--- src/rtl/serializer_pkg.sv ---
// Shared definitions for the parallel-in/serial-out serializer: FSM encoding and counter sizing.
package serializer_pkg;

  typedef enum logic [1:0] {
    ST_IDLE  = 2'b00,
    ST_SHIFT = 2'b01,
    ST_DONE  = 2'b10
  } state_t;

  function automatic int cnt_w(input int width);
    return $clog2(width + 1);
  endfunction

endpackage

--- src/rtl/dff_bank_sr.sv ---
// WIDTH-bit D flip-flop bank with sync clear, parallel load and zero-fill shift toward the output end.
// Priority is clear > load > shift; q_out is the bit currently sitting at the output end.
module dff_bank_sr #(
  parameter int WIDTH     = 8,
  parameter bit MSB_FIRST = 1'b1
) (
  input  logic             clk,
  input  logic             reset,
  input  logic             load,
  input  logic             shift,
  input  logic [WIDTH-1:0] d,
  output logic             q_out
);

  logic [WIDTH-1:0] q;

  always_ff @(posedge clk) begin
    if (reset) begin
      q <= '0;
    end else if (load) begin
      q <= d;
    end else if (shift) begin
      q <= MSB_FIRST ? {q[WIDTH-2:0], 1'b0} : {1'b0, q[WIDTH-1:1]};
    end
  end

  assign q_out = MSB_FIRST ? q[WIDTH-1] : q[0];

endmodule

--- src/rtl/shift_serializer.sv ---
// Loads a WIDTH-bit word on start and presents it one bit per clock on s_out; first bit appears the cycle after accept.
// No backpressure: start is only honoured in IDLE/DONE, so DONE+start gives back-to-back words every WIDTH+1 cycles.
module shift_serializer
  import serializer_pkg::*;
#(
  parameter int WIDTH     = 8,
  parameter bit MSB_FIRST = 1'b1
) (
  input  logic                     clk,
  input  logic                     reset,
  input  logic                     start,
  input  logic [WIDTH-1:0]         d_in,
  output logic                     s_out,
  output logic                     busy,
  output logic                     done,
  output logic [cnt_w(WIDTH)-1:0]  bit_cnt
);

  localparam int CW = cnt_w(WIDTH);
  localparam logic [CW-1:0] CNT_ONE = CW'(1);
  localparam logic [CW-1:0] CNT_MAX = CW'(WIDTH);

  state_t state;
  logic   accept;
  logic   sr_clr;
  logic   sr_shift;

  assign accept   = start && (state == ST_IDLE || state == ST_DONE);
  assign sr_shift = (state == ST_SHIFT);
  // The stray 2'b11 encoding also wipes the register so IDLE always shows s_out=0.
  assign sr_clr   = reset || !(state inside {ST_IDLE, ST_SHIFT, ST_DONE});

  // The final SHIFT edge shifts once more, leaving sr all-zero so s_out drops to 0 in DONE.
  dff_bank_sr #(
    .WIDTH     (WIDTH),
    .MSB_FIRST (MSB_FIRST)
  ) u_sr (
    .clk   (clk),
    .reset (sr_clr),
    .load  (accept),
    .shift (sr_shift),
    .d     (d_in),
    .q_out (s_out)
  );

  always_ff @(posedge clk) begin
    if (reset) begin
      state   <= ST_IDLE;
      busy    <= 1'b0;
      done    <= 1'b0;
      bit_cnt <= '0;
    end else begin
      done <= 1'b0;
      case (state)
        ST_IDLE, ST_DONE: begin
          if (start) begin
            state   <= ST_SHIFT;
            busy    <= 1'b1;
            bit_cnt <= CNT_ONE;
          end else begin
            state   <= ST_IDLE;
            busy    <= 1'b0;
            bit_cnt <= '0;
          end
        end
        ST_SHIFT: begin
          if (bit_cnt == CNT_MAX) begin
            state <= ST_DONE;
            busy  <= 1'b0;
            done  <= 1'b1;
          end else begin
            bit_cnt <= bit_cnt + CNT_ONE;
          end
        end
        default: begin
          state   <= ST_IDLE;
          busy    <= 1'b0;
          bit_cnt <= '0;
        end
      endcase
    end
  end

endmodule
--- config.mk ---
export PLATFORM = sky130hd
export DESIGN_NAME = shift_serializer
export DESIGN_NICKNAME = d
export VERILOG_FILES = /design/src/rtl/serializer_pkg.sv /design/src/rtl/dff_bank_sr.sv /design/src/rtl/shift_serializer.sv
export SDC_FILE = /design/constraint.sdc
export NUM_CORES = 1
export LEC_CHECK = 0
export ABC_CLOCK_PERIOD_IN_PS = 3000
export CORE_UTILIZATION = 49
export DETAILED_ROUTE_END_ITERATION = 6
export GPL_TIMING_DRIVEN = 0
export PLACE_DENSITY = 0.8
export SYNTH_ARGS = -nofsm -noshare
export SYNTH_HDL_FRONTEND = slang
export SYNTH_SLANG_ARGS = --single-unit
--- constraint.sdc ---
create_clock -name clk -period 3 [get_ports clk]
set_input_delay 0.45 -clock clk [delete_from_list [all_inputs] [get_ports clk]]
set_output_delay 0.45 -clock clk [all_outputs]
set_load 0.02 [all_outputs]
==> impl_results.md <==
- # hold bufs at CTS: 0
- First-pass GRT wire length: 2060 µm
- Tightest Pin Transition: 0.418 ns
- Worst rel slew slack: 0.721
- Largest net degree at the start of global routing: 11
- Slowest CP cell: clkdlybuf4s50_1
- Total CTS buffers: 3
- Critical Path End Type: output pin
- Crit path arrival time: 1.37 ns
- RSZ-0062 raised after global routing: no
- Largest cells by area after synthesis: dfxtp_1 (46%), mux2i_1 (7.2%), a21oi_1 (4.3%), nand3_1 (4.3%), a22oi_1 (4.3%)
- Clock tree buffer depth: 2
- Kind of critical path: flop to output pin
- Layout cells sized above 1: 0.124
- Final Hold Vio Count: 0
- Post-Synth XOR/XNOR Area: 0.0252
- Final setup skew: 0.000907 ns
- Synth warn: 0
- Syn_area_per_cell: 10.1 µm²
- CP delay by family, top: buffers and inverters
- Placed cells: a little over 100
- Post-synth EDFFs: 0
- Number of distinct library cells after synthesis: 25
- DR iter-0 viols: 20
- Register Area: 320 µm²
- CP Cell Sequence: clkdlybuf4s50_1
- Fin. max-slew vios: 0
- Synth Instances: 69
- Period utilization: 0.606
- Top cell type's share of synthesized area: 0.460
- Synth area leader: dfxtp_1
- Post-route ant nets: 0
- Post-synthesis sequential area ratio: 0.460
- Final worst slack: 1.18 ns
- Total grt overflow: 0
- Post-Route WL: 1340 µm
- Power, Total: between 0.4 and 0.5 mW
- Setup slack, reg-to-reg: 1.66 ns
- R2R cell count: 5
- Syn_nets: 82
- Achievable Freq: roughly 0.55 GHz
- CP Launch Type: flop
- Resized cells post-CTS: 0
- CTS tree: yes
- CTS Root Cell: clkbuf_4
- Hold Path End: u_sr.q[7]$_SDFFE_PP0P_
- # setup viols final: 0
- Final HPWL DP: about 960 µm
- Post-synth ARST share: 0
- Initial cell density of the core: 0.528
- Initial antenna violation count: 0
- RePlAce Congestion: approximately 0.67
- Reg2reg start: bit_cnt[0]$_SDFFE_PP0P_
- Compound-Gate Fraction of Synth Area: 0.158
- Area taken by multi-input logic gates: ~340 µm²
- Core box area: 1320 µm²
- Synth Area in Adders: 0.0360
- Hold Startpoint: u_sr.q[7]$_SDFFE_PP0P_
- Largest family of logic cells by synthesized area: simple AND/OR/NAND/NOR gates
- Vias per cell: 5.41
- Die ar.: 1570 µm²
- Synth Register Bits: 16
- Clock period minus worst slack: 1.82 ns
- Leak: 0.358 nW
- Gr usage total: 0.203
- Worst Hold Class: flop to flop
- Critical path depth: 1
- Setup TNS: 0 ns
- Site Rows: 13
- Peak VDD IR: 246 µV
- Detailed Routing Iterations Pass 1: 3
- Nets: 104
- Status: finished clean
- Commonest cells after routing, fill and taps aside: clkdlybuf4s50_1 (17), dfxtp_1 (16), nor2_1 (8)
- CP max FO: 6
- Clock sinks: 16
- Filler cells: 104
- # Post-CTS Setup Buffers: 0
- Dominant synthesized flop cell: dfxtp_1
- Worst-Skew Late Latency: 0.28 ns
- # diodes: 0
- CP bufs+invs: 1
- Post-synthesis simple-gate area fraction: 0.203
- Max-cap viol count: 0
- Final Non-Filler Cells: 104
- Pwr Density: 462 nW/µm²
- CTS clk-pin slew, worst paths: 0.09 ns
- Hold path depth: 2
- Post-Syn Area: 696 µm²
- Io pins: 18
- Mux cell area share after synthesis: 0.0719
- FF-to-FF End: bit_cnt[0]$_SDFFE_PP0P_
- Vias in the first global route: 510
- H-tree depth: 1
- Die W: approximately 40 µm
- DRC viols: 0
- DIE HEIGHT: 39.7 µm
- Worst EP required: 2.55 ns
- Placement Setup Slack: 1.26 ns
- Synthesis-to-layout area growth: 30.4%
- Most common cell after layout, fill and taps aside: clkdlybuf4s50_1
- Layout Utilization: 0.689
- Slowest stage delay, CP: 0.65 ns
- Port Buffers: 17
- Via count: 563
- Average routed wire per standard cell: ~13 µm
## through the flow
step	hold slack (ns)	cell area, µm²
2_1_floorplan	0.447	696
3_3_place_gp	0.456	885
3_5_place_dp	0.461	885
4_1_cts	0.474	907
5_1_grt	0.489	907
6_report	0.472	907
## report_power, final
part           switching [mW]  internal (mW)
clock network          0.0653         0.0467
logic                  0.0349         0.0395
registers             0.00857          0.224
total                   0.109          0.311
## metal layers
| layer | GRT usage | share of wire | vias up |
|---|---|---|---|
| li1 | - | - | 286 |
| met2 | 0.328 | 0.49 | 12 |
| met3 | 0.0341 | 0.033 | 4 |
| met1 | 0.245 | 0.46 | 261 |
| met5 | 0 | 0 | - |
| met4 | 0.129 | 0.014 | 0 |
## cells in the mapped netlist (2+ instances only)
master / number
inv_1: 2
mux2i_1: 5
a22oi_1: 4
nor3_1: 2
nand3_1: 6
nand2b_2: 2
ha_1: 2
dfxtp_1: 16
a211oi_1: 2
a21oi_1: 6
nor2_1: 8
## flip-flops by register name (all words and copies together) (netlist names)
register	cells
u_sr.q	8
bit_cnt	4
state	2
busy	1
done	1
## kinds of logic after synthesis
group | Yosys count
muxes | 5
adders and majority gates | 2
xor gates and xnor gates | 2
AOI/OAI and AO/OA | 15
buffers and inverters | 5
DFF | 16
and+or+nand+nor | 24
## final cells by class
cell class | instances | share of cell area
buffer | 3 | 0.0262
multi-input combinational | 48 | 0.379
sequential | 16 | 0.353
timing repair buffer | 17 | 0.188
tap | 15 | 0.0207
clock buffer | 3 | 0.0248
inverter | 2 | 0.00828
## worst max-delay path by stage
stage	from	endpoint	slack (ns)
detailed placement	start	u_sr.q[1]$_SDFFE_PP0P_	1.26
floorplan	bit_cnt[0]$_SDFFE_PP0P_	bit_cnt[0]$_SDFFE_PP0P_	1.64
CTS	bit_cnt[0]$_SDFFE_PP0P_	bit_cnt[0]	1.18
global placement	start	u_sr.q[7]$_SDFFE_PP0P_	1.28
global route	bit_cnt[0]$_SDFFE_PP0P_	bit_cnt[0]	1.13
finish	bit_cnt[0]$_SDFFE_PP0P_	bit_cnt[0]	1.18
Power figures use the tool's default switching activity.
